File: config.mk
export PLATFORM = sky130hd
export DESIGN_NAME = lsu_mmio_ctrl
export DESIGN_NICKNAME = d
export VERILOG_FILES = /design/src/rtl/lsu_mmio_ctrl.sv
export SDC_FILE = /design/constraint.sdc
export NUM_CORES = 1
export LEC_CHECK = 0
export CORE_MARGIN = 4
export CORE_UTILIZATION = 45
export CTS_BUF_LIST = sky130_fd_sc_hd__clkbuf_8 sky130_fd_sc_hd__clkbuf_16
export CTS_CLUSTER_DIAMETER = 50
export CTS_CLUSTER_SIZE = 12
export DETAILED_ROUTE_END_ITERATION = 16
export GPL_TIMING_DRIVEN = 0
export HOLD_SLACK_MARGIN = 0.1
export PLACE_DENSITY_LB_ADDON = 0.3
export RECOVER_POWER = 100
export SYNTH_ARGS = -nofsm -noshare
export SYNTH_HDL_FRONTEND = slang
export SYNTH_SLANG_ARGS = --single-unit
File: constraint.sdc
create_clock -name i_clk -period 2.79 [get_ports i_clk]
set_clock_uncertainty 0.15 [all_clocks]
set_input_delay 0.279 -clock i_clk [delete_from_list [all_inputs] [get_ports i_clk]]
set_output_delay 0.279 -clock i_clk [all_outputs]
set_load 0.03 [all_outputs]
File: src/rtl/lsu_mmio_ctrl.sv
`default_nettype none
// ============================================================================
// Module  : lsu_mmio_ctrl
// Brief   : Multi-cycle RV32I load/store unit with req/done handshake. Drives
//           a synchronous-read data memory, owns NUM_IO byte-maskable MMIO
//           output registers and a two-flop synchronised switch input.
//           Misaligned, unmapped and illegal accesses fault and never write.
// Revision: 1.0 - initial release
// ============================================================================
module lsu_mmio_ctrl #(
    parameter int          DMEM_AW    = 11,
    parameter int          NUM_IO     = 5,
    parameter logic [19:0] IO_BASE_PG = 20'h10000,
    parameter logic [19:0] SW_PG      = 20'h10010
) (
    input  logic                   i_clk,
    input  logic                   i_reset,
    input  logic                   i_req,
    input  logic                   i_we,
    input  logic [2:0]             i_funct3,
    input  logic [31:0]            i_addr,
    input  logic [31:0]            i_st_data,
    output logic                   o_done,
    output logic                   o_fault,
    output logic [31:0]            o_ld_data,
    output logic [DMEM_AW-3:0]     o_dmem_addr,
    output logic [31:0]            o_dmem_wdata,
    output logic [3:0]             o_dmem_bmask,
    output logic                   o_dmem_wren,
    input  logic [31:0]            i_dmem_rdata,
    output logic [NUM_IO*32-1:0]   o_io_out,
    input  logic [31:0]            i_io_sw
);

    localparam logic [1:0] c_IDLE    = 2'd0;
    localparam logic [1:0] c_RD_WAIT = 2'd1;
    localparam logic [1:0] c_DONE    = 2'd2;

    logic [1:0]  r_state;
    logic [1:0]  w_state_nxt;

    logic [1:0]  r_off;
    logic [2:0]  r_funct3;
    logic        r_fault;
    logic [31:0] r_ld_data;
    logic [31:0] r_sw_s1;
    logic [31:0] r_sw_s2;
    logic [31:0] r_io [NUM_IO];

    logic [1:0]  w_off;
    logic [19:0] w_page;
    logic [19:0] w_io_diff;
    logic        w_is_dmem;
    logic        w_is_io;
    logic        w_is_sw;
    logic        w_illegal;
    logic        w_misaligned;
    logic        w_unmapped;
    logic        w_fault;
    logic        w_accept;
    logic        w_dmem_load;
    logic        w_st_ok;
    logic        w_io_wr;
    logic [3:0]  w_bmask;
    logic [31:0] w_wdata;
    logic [31:0] w_io_rd;
    logic [31:0] w_rd_src;

    // Align a fetched word to the accessed byte lane and apply the
    // sign/zero extension selected by the load funct3.
    function automatic logic [31:0] f_load_ext(input logic [31:0] word,
                                               input logic [1:0]  off,
                                               input logic [2:0]  f3);
        logic [31:0] sh;
        sh = word >> {off, 3'b000};
        case (f3)
            3'b000:  f_load_ext = {{24{sh[7]}}, sh[7:0]};
            3'b001:  f_load_ext = {{16{sh[15]}}, sh[15:0]};
            3'b010:  f_load_ext = sh;
            3'b100:  f_load_ext = {24'd0, sh[7:0]};
            3'b101:  f_load_ext = {16'd0, sh[15:0]};
            default: f_load_ext = 32'd0;
        endcase
    endfunction

    assign w_off     = i_addr[1:0];
    assign w_page    = i_addr[31:12];
    assign w_is_dmem = (i_addr[31:DMEM_AW] == '0);
    // Pages below the base wrap to large values, so one compare bounds both sides.
    assign w_io_diff = w_page - IO_BASE_PG;
    assign w_is_io   = (w_io_diff < 20'(NUM_IO));
    assign w_is_sw   = (w_page == SW_PG);

    // Classify the presented access: legality, alignment and address map.
    always_comb begin
        w_illegal    = 1'b0;
        w_misaligned = 1'b0;
        w_unmapped   = 1'b0;
        if (i_we) begin
            w_illegal  = i_funct3[2] | (i_funct3[1:0] == 2'b11);
            w_unmapped = ~(w_is_dmem | w_is_io);
        end else begin
            w_illegal  = (i_funct3 == 3'b011) | (i_funct3[2:1] == 2'b11);
            w_unmapped = ~(w_is_dmem | w_is_io | w_is_sw);
        end
        w_misaligned = ((i_funct3[1:0] == 2'b01) & w_off[0]) |
                       ((i_funct3[1:0] == 2'b10) & (w_off != 2'b00));
        w_fault      = w_illegal | w_misaligned | w_unmapped;
    end

    assign w_accept    = (r_state == c_IDLE) & i_req;
    assign w_dmem_load = ~i_we & ~w_fault & w_is_dmem;
    assign w_st_ok     = i_we & ~w_fault;
    // dmem takes precedence should the two regions ever be configured to overlap.
    assign w_io_wr     = w_accept & w_st_ok & ~w_is_dmem & w_is_io;

    // Replicate store data across lanes and build the byte mask from the offset.
    always_comb begin
        w_bmask = 4'b1111;
        w_wdata = i_st_data;
        case (i_funct3[1:0])
            2'b00: begin
                w_bmask = 4'b0001 << w_off;
                w_wdata = {4{i_st_data[7:0]}};
            end
            2'b01: begin
                w_bmask = 4'b0011 << w_off;
                w_wdata = {2{i_st_data[15:0]}};
            end
            default: begin
                w_bmask = 4'b1111;
                w_wdata = i_st_data;
            end
        endcase
    end

    // Select the MMIO register addressed by the current page.
    always_comb begin
        w_io_rd = 32'd0;
        for (int k = 0; k < NUM_IO; k++) begin
            if (w_io_diff == 20'(k)) begin
                w_io_rd = r_io[k];
            end
        end
    end

    assign w_rd_src = w_is_sw ? r_sw_s2 : w_io_rd;

    // FSM state register.
    always_ff @(posedge i_clk or negedge i_reset) begin
        if (!i_reset) begin
            r_state <= c_IDLE;
        end else begin
            r_state <= w_state_nxt;
        end
    end

    // FSM next-state: only dmem loads need the extra read-latency cycle.
    always_comb begin
        w_state_nxt = r_state;
        case (r_state)
            c_IDLE: begin
                if (i_req) begin
                    w_state_nxt = w_dmem_load ? c_RD_WAIT : c_DONE;
                end
            end
            c_RD_WAIT: w_state_nxt = c_DONE;
            c_DONE:    w_state_nxt = c_IDLE;
            default:   w_state_nxt = c_IDLE;
        endcase
    end

    // FSM outputs: done pulse and the dmem write strobe (held off while in reset).
    always_comb begin
        o_done       = (r_state == c_DONE);
        o_dmem_wren  = w_accept & w_st_ok & w_is_dmem & i_reset;
        o_dmem_bmask = o_dmem_wren ? w_bmask : 4'b0000;
        o_dmem_wdata = w_wdata;
        o_dmem_addr  = i_addr[DMEM_AW-1:2];
    end

    // Result registers: loaded on the edge that enters DONE, held until the next one.
    always_ff @(posedge i_clk or negedge i_reset) begin
        if (!i_reset) begin
            r_off     <= 2'd0;
            r_funct3  <= 3'd0;
            r_fault   <= 1'b0;
            r_ld_data <= 32'd0;
        end else begin
            case (r_state)
                c_IDLE: begin
                    if (i_req) begin
                        r_off    <= w_off;
                        r_funct3 <= i_funct3;
                        if (!w_dmem_load) begin
                            r_fault   <= w_fault;
                            r_ld_data <= (w_fault | i_we) ? 32'd0
                                       : f_load_ext(w_rd_src, w_off, i_funct3);
                        end
                    end
                end
                c_RD_WAIT: begin
                    r_fault   <= 1'b0;
                    r_ld_data <= f_load_ext(i_dmem_rdata, r_off, r_funct3);
                end
                default: begin
                    r_fault   <= r_fault;
                    r_ld_data <= r_ld_data;
                end
            endcase
        end
    end

    assign o_fault   = r_fault;
    assign o_ld_data = r_ld_data;

    // MMIO output registers: byte-masked write committed at the accepting edge.
    always_ff @(posedge i_clk or negedge i_reset) begin
        if (!i_reset) begin
            for (int k = 0; k < NUM_IO; k++) begin
                r_io[k] <= 32'd0;
            end
        end else if (w_io_wr) begin
            for (int k = 0; k < NUM_IO; k++) begin
                if (w_io_diff == 20'(k)) begin
                    for (int b = 0; b < 4; b++) begin
                        if (w_bmask[b]) begin
                            r_io[k][8*b +: 8] <= w_wdata[8*b +: 8];
                        end
                    end
                end
            end
        end
    end

    // Two-flop synchroniser for the asynchronous switch input.
    always_ff @(posedge i_clk or negedge i_reset) begin
        if (!i_reset) begin
            r_sw_s1 <= 32'd0;
            r_sw_s2 <= 32'd0;
        end else begin
            r_sw_s1 <= i_io_sw;
            r_sw_s2 <= r_sw_s1;
        end
    end

    generate
        for (genvar gk = 0; gk < NUM_IO; gk++) begin : g_io_out
            assign o_io_out[32*gk +: 32] = r_io[gk];
        end
    endgenerate

endmodule
`default_nettype wire

# --- Word level (Yosys, flattened, before mapping) ---
# Index checks and enable logic that the tools add are counted.
totals:
  ff_bits: 264
  input_bits: 135
  out_inout_bits: 240
  elab_cells: 132
classes:
  addsub: 1
  n_lt_le_gt_ge: 1
  eq_ne: 22
  shifts: 4
  muxes: 23
  n_bitwise: 24
  n_reduce_logical: 30
op_table:
  columns: ["cell", "n"]
  rows:
  - ["case mux 32 bit (5 select lines)", 2]
  - ["two-way mux 32 bit", 9]
  - ["case mux 32 bit (2 select lines)", 2]
  - [">> shifter 32 x 5 -> 32 bit", 2]
  - ["AND reduction 3 bit", 21]
  - ["== test 20 x 2 -> 1 bit, second input constant", 2]
  - ["logical NOT 21 bit", 1]
  - ["== test 20 x 1 -> 1 bit, second input constant", 1]
  - ["== test 20 x 17 -> 1 bit, second input constant", 1]
  - ["== test 20 x 3 -> 1 bit, second input constant", 1]
  - ["logical NOT 20 bit", 1]
  - ["less-than comparator 20 x 3 -> 1 bit, second input constant", 1]
  - ["subtractor 20 x 17 -> 20 bit, second input constant", 1]
  - ["== test 3 bit, second input constant", 4]
  - ["AND 1 bit", 11]
  - ["== test 3 x 2 -> 1 bit, second input constant", 3]
  - ["== test 2 bit, second input constant", 4]
  - ["OR 1 bit", 8]
  - ["case mux 4 bit (2 select lines)", 1]
  - ["== test 3 x 1 -> 1 bit, second input constant", 2]
  - ["logical NOT 3 bit", 2]
  - ["NOT 1 bit", 5]
  - ["== test 2 x 1 -> 1 bit, second input constant", 2]
  - ["logical NOT 2 bit", 2]
  - ["10 further kinds", 16]

# --- Logic depth before layout (Yosys ltp) ---
# Gate-level depths: netlist (run 1).
logic_depth:
  depth_word: 14
  depth_mapped: 11
  depth_no_buf: 7

# --- Worst setup path after synthesis (run 1) ---
# Ideal clock, no wire load.
synth_timing:
  path_kind: "input to output"
  start: "in i_addr[20]"
  end: "out o_dmem_bmask[0]"
  arrival_time_ps: 2303
  required_ps: 2361
  path_slack_ps: 58
  stages: 5
  path_buffers: 0
  path_cell_list: "nor4_4 > nand4b_4 > or2_2 > or4_1 > nor2_1"
synth_between:
  elab_chain_cells: 13
  word_cells_on_any_way: 16
  classes_between: "1 x add/sub; 1 x order compare; 1 x eq/ne; 2 x mux; 10 x bitwise; 1 x reduce/logical"
synth_rtl:
  columns: ["item", "line_no", "rtl"]
  rows:
  - ["start, declared", "21", "input logic [31:0] i_addr,"]
  - ["subtractor 20 x 17 -> 20 bit", "90", "assign w_io_diff = w_page - IO_BASE_PG;"]
  - ["less-than comparator 20 x 3 -> 1 bit", "91", "assign w_is_io = (w_io_diff < 20'(NUM_IO));"]
  - ["OR 1 bit", "101, 104", null]
  - ["OR 1 bit", "104", "w_unmapped = ~(w_is_dmem | w_is_io | w_is_sw);"]
  - ["NOT 1 bit", "104", null]
  - ["two-way mux 1 bit", "99", "if (i_we) begin"]
  - ["OR 1 bit", "108", "w_fault = w_illegal | w_misaligned | w_unmapped;"]
  - ["NOT 1 bit", "113", "assign w_st_ok = i_we & ~w_fault;"]
  - ["AND 1 bit", "113", null]
  - ["AND 1 bit", "176", "o_dmem_wren = w_accept & w_st_ok & w_is_dmem & i_reset;"]
  - ["AND 1 bit * (2 in series)", "176", null]
  - ["two-way mux 4 bit *", "177", "o_dmem_bmask = o_dmem_wren ? w_bmask : 4'b0000;"]
  - ["end, declared", "28", "output logic [3:0] o_dmem_bmask,"]
# Mark *: on every way between the ends. The rest lies on a longest branch, timed or not.

# --- Final worst setup path (run 1) ---
layout_timing:
  start: "in i_funct3[1]"
  end: "out o_dmem_wdata[10]"
layout_between:
  elab_chain_cells: 2
  word_cells_on_any_way: 3
  classes_between: "1 x eq/ne; 1 x mux; 1 x reduce/logical"
layout_rtl:
  columns: ["item", "line_no", "rtl"]
  rows:
  - ["start, declared", "20", "input logic [2:0] i_funct3,"]
  - ["== test 2 x 1 -> 1 bit or logical NOT 2 bit (tied branches)", "121", "case (i_funct3[1:0])"]
  - ["case mux 32 bit (2 select lines) *", "121", null]
  - ["end, declared", "27", "output logic [31:0] o_dmem_wdata,"]
# Marks and branches as above.

==> key figures, run 1 <==
Clocking
  • TritonCTS Buffers: 31
  • CTS tree: yes
  • Clock buffer depth: 3
  • H-tree depth: 1
  • Clk slew on worst S/H paths: 0.06 ns
  • Clk Tree Root Cell: clkbuf_16
  • Clk_lat worst skew: around 0.58 ns
  • TritonCTS Sinks: 264

GRT
  • Largest net degree at the start of global routing: ~120
  • GRT Total Usage: 33.7%
  • First-pass GRT wire length: 80.6 mm
  • Initial antenna violation count: 0
  • Vias in the first global route: 12.8k
  • Overflow after GRT: 0

STA
  • RSZ-0062 raised after global routing: true
  • Setup-failing EPs final: 23
  • Setup slack after layout: -0.0718 ns
  • Setup TNS: -0.579 ns
  • Slew headroom: -14.4%
  • Final worst-path cycle share: 103%
  • Fin crit period: 2.86 ns
  • Slew Limit Fails: 267
  • Worst-Margin Slew: approximately 1.7 ns
  • Fin. Hold Viols: 0
  • Worst hold slack: between 0.1 and 0.15 ns
  • F_max: 349 MHz

Logic synthesis
  • Post-Synthesis Cell Area: 13,000 µm²
  • Post-synth top flop: dfrtp_1
  • Flops & latches, synth: 264
  • Syn avg cell area: ~11 µm²
  • Syn nets: 1,373
  • Yosys cell types: 84
  • Synth Instances: 1,238
  • Ys async rst share: between 90% and 100%
  • Seq/Total Area, Yosys: between 50 and 60%
  • EDFF count, synth: 0
  • Number of synthesis warnings: 0

Floorplanning
  • Core Region: 28,200 µm²
  • Die height: 178 µm
  • Initial Utilization: 46.2%
  • Die footprint: 31,700 µm²
  • Core Rows: between 60 and 70
  • Die Width: 178 µm
  • Top Ports: ~380

Placement
  • Placed instance area: approximately 17,000 µm²
  • Placer Congestion: a little under 1
  • Pre-CTS setup slack: -1.44 ns
  • IO buf count: 364
  • Placed cells: 1,982
  • DP HPWL: 40.6 mm

Setup path
  • Critical path type: input port to primary output
  • Worst r2r src: o_io_out[127]
  • Worst reg2reg path depth: 7
  • Crit end category: primary output
  • CP Max Fanout: 10
  • Reg2reg setup slack: 0.15 ns
  • CP required: 2.36 ns
  • Worst setup SP type: input port
  • Arrival time worst endpoint: 2.43 ns
  • Worst flop-to-flop path endpoint: o_ld_data[22]

Finish
  • Most frequent cells in the layout: dlygate4sd3_1, dfrtp_1, nand2_1
  • Layout Cells excl Fill: 2,103
  • Share of cells above drive strength 1: 20.1%
  • Final instance area: 19,400 µm²
  • Layout area overhead: 49.3%
  • Final core utilization: 69.0%
  • Commonest non-fill, non-tap cell in the layout: dlygate4sd3_1
  • Final #Nets: approximately 1.8k

Min path
  • Min-delay worst type: input port to flop
  • Hold Crit Start: i_addr[12]
  • Hold depth: 5
  • Hold Crit Endpoint: r_state[0]

Routing
  • DR iter-0 viols: ~1.3k
  • WL per Instance: 26.0 µm
  • DRT Pass-1 Iters: 6
  • Vias: roughly 13k
  • Antenna-violating nets left: 0
  • DRT Wirelength: between 50 and 60 mm
  • Vias/cell: 6.05
  • DRC: 0

Status
  • Failing checks: capacitance limit, slew limit, setup timing
  • Status: finished, violations left

Power
  • P per Cell Area: 483 nW/µm²
  • Leakage: ~8.9 nW
  • Peak VDD IR: between 0.4 and 0.5 mV
  • Final Power: 9.38 mW

Job
  • MaxCap Viol Count: 3
## critical path, stage by stage
cell	delay, ns
clkdlybuf4s50_1	0.49
clkbuf_2	0.24
buf_6	0.22
nor2_4	0.10
buf_6	0.23
mux2i_4	0.41
inv_1	0.08
dlygate4sd2_1	0.36
## final cells by class
type | instances | area [µm²]
fill | 2159 | 8740
timing repair buffer | 441 | 4330
clock buffer | 33 | 803
multi-input combinational | 849 | 6310
tap | 378 | 473
sequential | 264 | 6610
buffer | 84 | 556
inverter | 38 | 146
antenna | 1 | 2.50
clock inverter | 15 | 190
## logic make-up after synthesis
| logic type | synth area share, % |
|---|---|
| AND/OR/NAND/NOR | 14.1 |
| multiplexers | 12.9 |
| buffers and inverters | 4.49 |
| flip-flops | 50.8 |
| AO/OA/AOI/OAI | 17.7 |
## worst max-delay path by stage
| stage | end | slack, ns | depth (start not counted) | start |
|---|---|---|---|---|
| 6_report | o_dmem_wdata[10] | -0.07 | 8 | i_funct3[1] |
| 5_1_grt | o_dmem_bmask[2] | -0.12 | 7 | i_addr[1] |
| 3_5_place_dp | o_ld_data[0] | -1.44 | 11 | i_addr[12] |
| 2_1_floorplan | o_dmem_bmask[0] | 0.06 | 5 | i_addr[20] |
| 4_1_cts | o_io_out[81] | -0.13 | 9 | i_addr[0] |
| 3_3_place_gp | o_io_out[64] | -9.89 | 1 | i_reset |
## synthesized netlist by cell type (all sizes together), types with 3 or more instances
cell type / instances / share of area, %
nor3: 17 / 0.77
a2bb2oi: 7 / 0.47
mux2: 52 / 4.5
and2: 3 / 0.14
a2111oi: 6 / 0.55
or4: 3 / 0.20
o21ai: 160 / 6.2
or3: 5 / 0.24
a222oi: 10 / 0.77
buf: 46 / 2.2
nand3b: 3 / 0.17
nand3: 16 / 0.62
a22oi: 18 / 1.0
o2bb2ai: 3 / 0.20
nor2b: 14 / 0.67
a22o: 5 / 0.34
nor4: 10 / 0.86
o22ai: 4 / 0.19
nand4b: 4 / 0.38
o31ai: 6 / 0.56
mux2i: 53 / 4.1
and3: 21 / 1.0
nor2: 71 / 2.3
a221oi: 8 / 0.59
a31oi: 7 / 0.34
mux4: 25 / 4.3
nand4: 7 / 0.43
a211o: 5 / 0.34
nand2: 184 / 5.4
a221o: 10 / 0.77
dfrtp: 264 / 51
a21oi: 53 / 2.3
clkbuf: 41 / 1.2
a32oi: 5 / 0.34
nor3b: 3 / 0.21
a211oi: 19 / 1.2
a21o: 3 / 0.17
inv: 37 / 1.1
## where the power goes
| group | total, mW | internal, mW | leakage [nW] | switching [mW] |
|---|---|---|---|---|
| clock | 4.02 | 2.35 | 0.478 | 1.67 |
| sequential | 3.99 | 3.92 | 3.50 | 0.0677 |
| combinational | 1.37 | 0.558 | 4.95 | 0.814 |
| total | 9.38 | 6.83 | 8.93 | 2.55 |
## layer usage
metal	GRT usage [%]	up-vias	share of wire, %
li1	-	5451	-
met1	44.7	6359	38
met2	54.4	749	47
met3	8.84	165	10
met4	11.1	0	4.3
met5	0	-	0
## state kept, by name, indices dropped and copies added (netlist names)
register / count
r_state: 2
r_off: 2
o_ld_data: 32
r_sw_s1: 32
r_sw_s2: 32
r_funct3: 3
o_io_out: 160
o_fault: 1
## timing repair
action | in CTS | in global routing
hold buffers | 41 | 0
endpoints found under the setup margin | 221 | 195
pin swaps | 16 | 15
buffers inserted | 21 | 13
hold endpoints to repair | 173 | 0
resized for setup | 157 | 119
Power figures use the tool's default switching activity.
==> run 2: changes to the inputs <==
CELL_PAD_IN_SITES_DETAIL_PLACEMENT = 1   (was not set)
CELL_PAD_IN_SITES_GLOBAL_PLACEMENT = 2   (was not set)
CORE_UTILIZATION = 30   (was 45)
clock period = 2.7 ns   (was 2.79 ns; I/O delays follow)
==> run 2 against run 1 <==
  * The flow still finishes with violations (capacitance limit, slew limit, setup timing)
  * Register-to-register slack worse by 0.07 ns
  * Sequential share of layout area decreased by 1.6 points
  * Total power rose by 12%
  * Clock-buffer cell count up 9
==> key figures, run 2 (same netlist as run 1, synthesis figures left out) <==
Status
  • Status: finished, violations left
  • Failing checks: capacitance limit, slew limit, setup timing

Floorplanning
  • Initial Utilization: 30.3%
  • Core Rows: between 70 and 80
  • Top Ports: 375
  • Die height: 216 µm
  • Die Width: 216 µm
  • Core Region: 43,000 µm²
  • Die footprint: approximately 47,000 µm²

STA
  • Setup TNS: -0.111 ns
  • Fin crit period: roughly 2.7 ns
  • Setup-failing EPs final: 4
  • RSZ-0062 raised after global routing: true
  • Worst-Margin Slew: between 1.5 and 2 ns
  • Slew headroom: -8.64%
  • Slew Limit Fails: 62
  • Final worst-path cycle share: 102%
  • Fin. Hold Viols: 0
  • Setup slack after layout: -0.0497 ns
  • F_max: about 360 MHz

Min path
  • Hold depth: 5
  • Hold Crit Endpoint: r_state[0]
  • Hold Crit Start: i_addr[23]
  • Min-delay worst type: input port to flop

Clocking
  • CTS tree: yes
  • TritonCTS Sinks: approximately 260
  • Clock buffer depth: 3
  • Clk slew on worst S/H paths: 0.06 ns
  • TritonCTS Buffers: 38
  • H-tree depth: 2
  • Clk Tree Root Cell: clkbuf_16
  • Clk_lat worst skew: 0.56 ns

Power
  • P per Cell Area: 513 nW/µm²
  • Peak VDD IR: around 0.36 mV
  • Final Power: 10.5 mW
  • Leakage: between 8 and 9 nW

GRT
  • First-pass GRT wire length: 92.4 mm
  • Largest net degree at the start of global routing: 98
  • Met3 capacity usage during global routing: 7.11%
  • Overflow after GRT: 0
  • Initial antenna violation count: 9
  • GRT Total Usage: a little over a quarter
  • Met1 Use GR: 33.4%
  • GRT met2 Usage: 44.5%
  • GR peak layer: met2
  • Vias in the first global route: approximately 14k

Setup path
  • CP required: 2.28 ns
  • CP Max Fanout: 5
  • Critical path type: flop to primary output
  • Arrival time worst endpoint: 2.33 ns
  • Worst r2r src: r_state[1]
  • Reg2reg setup slack: 0.08 ns
  • Worst flop-to-flop path endpoint: o_io_out[71]
  • Crit end category: primary output
  • Worst reg2reg path depth: 7
  • Worst setup SP type: flop

Routing
  • DRT Pass-1 Iters: 6
  • Vias/cell: 5.32
  • DRT Wirelength: 62.9 mm
  • WL per Instance: 26.9 µm
  • DR iter-0 viols: 800
  • Vias: between 10k and 15k
  • Antenna-violating nets left: 0
  • DRC: 0

Placement
  • Placer Congestion: 0.879
  • IO buf count: about 360
  • DP HPWL: 47.5 mm

Finish
  • Most frequent cells in the layout: clkdlybuf4s50_1, dfrtp_1, nand2_1
  • Max reg flops: 160
  • Commonest non-fill, non-tap cell in the layout: clkdlybuf4s50_1
  • Share of cells above drive strength 1: 23.5%
  • Final #Nets: 1,861
  • Layout area overhead: 56.8%

Job
  • MaxCap Viol Count: 1
==> run 2: routing by layer <==
layer	share of wire (%)	vias up
met4	3.3	16
met5	0.15	-
met1	41	6368
met2	49	419
li1	-	5518
met3	6.9	124
==> run 2: worst max-delay path by stage <==
stage / from / to / slack, ns / cells after the start
finish: r_state[1] / o_dmem_bmask[3] / -0.05 / 6
global route: r_state[1] / o_dmem_bmask[3] / -0.13 / 6
CTS: i_addr[27] / o_dmem_bmask[0] / -0.05 / 8
detailed placement: i_addr[12] / o_ld_data[0] / -1.78 / 11
global placement: i_reset / o_io_out[106] / -10.67 / 1
floorplan: i_addr[20] / o_dmem_bmask[0] / -0.01 / 5
==> run 2: final cells by class <==
cell class	count	area (µm²)
Sequential cell	264	6610
Antenna cell	1	2.50
Inverter	38	144
Buffer	79	648
Multi-Input combinational cell	849	6500
Clock inverter	25	204
Tap cell	585	732
Clock buffer	42	1020
Fill cell	4681	22600
Timing Repair Buffer	456	4540
==> run 2: worst max-delay path, cell delays in order, from the launching register on <==
cell and delay, ns:
dfrtp_2 0.44, nor3b_4 0.25, buf_6 0.14, nand2_2 0.04, or4_4 0.62, nor2_4 0.16
buf_6 0.14
==> run 2: power by group <==
| group | internal, mW | switching, mW |
|---|---|---|
| combinational | 0.619 | 0.882 |
| clock | 2.85 | 1.99 |
| sequential | 4.05 | 0.0742 |
==> run 2: per-stage QoR <==
| stage | instances | area (µm²) | utilization, % | worst slack [ns] | hold slack (ns) |
|---|---|---|---|---|---|
| 3_5_place_dp | 2189 | 17400 | 40.6 | -1.78 | 0.104 |
| 5_1_grt | 2338 | 20400 | 47.5 | -0.133 | 0.106 |
| 2_1_floorplan | 1238 | 13000 | - | -0.0143 | -0.176 |
| 4_1_cts | 2324 | 20200 | 47.0 | -0.0452 | 0.195 |
| 3_3_place_gp | 2187 | 17400 | 40.5 | -10.67 | 0.184 |
| 6_report | 2339 | 20400 | 47.5 | -0.0497 | 0.0931 |
==> run 2: what timing repair did <==
action	in CTS	in global routing
pin swaps	24	31
endpoints found under the hold margin	278	0
resized for setup	250	75
endpoints found under the setup margin	223	199
setup buffers	28	18
cloned	0	1
hold buffers	43	0
==> variant: new RTL, flow settings as in run 1 <==
`SW_PG`: 20'h10010 -> 20'h0C00C.
--- a/src/rtl/lsu_mmio_ctrl.sv
+++ b/src/rtl/lsu_mmio_ctrl.sv
@@ -11,7 +11,7 @@
     parameter int          DMEM_AW    = 11,
     parameter int          NUM_IO     = 5,
     parameter logic [19:0] IO_BASE_PG = 20'h10000,
-    parameter logic [19:0] SW_PG      = 20'h10010
+    parameter logic [19:0] SW_PG      = 20'h0C00C
 ) (
     input  logic                   i_clk,
     input  logic                   i_reset,
Behaviour: not the same (Yosys sat finds a counterexample within 4 cycles, from zero or initial values and one cycle with i_reset low).
==> variant against run 1 <==
- setup slack improved by 90 ps
- sequential cell count unchanged
- largest power group unchanged
- area after synthesis is 0.25% lower
- die area is 0.24% lower
- total power down 0.31%
- cell area rose by 1.1%
- wire length grew 5.2%
- global-route usage increased by 1.4 points
- non-clock buffer count grew 28
- worst hold slack better by 62 ps
==> variant: results (changes against run 1) <==
metric	value	unit	change
Cell Area, Placed	0.0172	sq mm	about the same
top cell family by delay on the critical path	simple AND/OR/NAND/NOR gates		was buffers and inverters
dpl hpwl	42.2	mm	was 40.6 mm
Nets	1936		was 1,844
Finished Cell Area	0.0196	sq mm	was 0.0194 sq mm
delay of the slowest critical-path stage	610	ps	was 490 ps
sequential share of the synthesized area	50.9	%	was 50.8%
r2r setup slk	110	ps	was 150 ps
GPL Wtd Cong	0.995		was 0.966
Leak Pwr	0.00842	uW	was 0.00893 uW
share of cells above drive strength 1	20.7	%	was 20.1%
Max VDD drop	0.000353	V	was 0.000465 V
Net Sw Frac	27.0	%	was 27.2%
cells resized by post-CTS repair	209		was 157
hold_sp	r_sw_s1[3]		was i_addr[12]
initial antenna violation count	2		was 0
worst slew pin tran	1340	ps	was 1720 ps
slowest CP cell	or4b_4		was clkdlybuf4s50_1
worst hold slack	198	ps	was 136 ps
multiplexer share of the synthesized area	11.8	%	was 12.9%
worst setup path startpoint	i_addr[29]		was i_funct3[1]
library cells used by synthesis	73		was 84
status	finished, final reports clean		was finished, violations left
PortBufs	361		was 364
minimum clock period	2770	ps	was 2860 ps
Critical R2R Launch	r_off[0]		was o_io_out[127]
CTS Hold Bufs	34		was 41
global-route usage over all layers	35.2	%	was 33.7%
Place WS	-1820	ps	was -1440 ps
post-synthesis compound-gate area fraction	17.8	%	was 17.7%
Min-Delay Endpoint	r_sw_s2[3]		was r_state[0]
worst reg2reg path endpoint	o_ld_data[24]		was o_ld_data[22]
vias per cell	6.16		was 6.05
CP endpoint	o_ld_data[20]		was o_dmem_wdata[10]
vias in the first global route	13100		was 12,800
==> variant: final cells by class <==
type	instances	area, sq um
inverters	41	154
well taps	378	473
fillers	2197	8440
plain buffers	94	582
flip-flops and latches	264	6610
repair buffers	459	4460
diodes	1	2.50
clock inverters	14	169
multi-input cells	910	6380
clock buffers	34	817
==> variant: routing by layer <==
layer	vias up	global-route usage, %	routed length (um)
li1	5724	-	-
met4	2	14.4	3100
met1	6651	47.0	22100
met3	206	8.50	6020
met5	-	0	13
met2	945	55.3	26200
==> variant: worst register-to-register path: cells and delay by family, from the launching register on <==
kind / cells / cell delay [ps]
AO/OA/AOI/OAI: 6 / 1130
buffers and inverters: 3 / 620
flip-flops: 1 / 400
AND/OR/NAND/NOR: 2 / 310
==> variant: kinds of logic after synthesis <==
kind of cell / after synthesis
multiplexers: 134
flip-flops: 264
AND/OR/NAND/NOR: 412
AO/OA/AOI/OAI: 364
buffers and inverters: 140
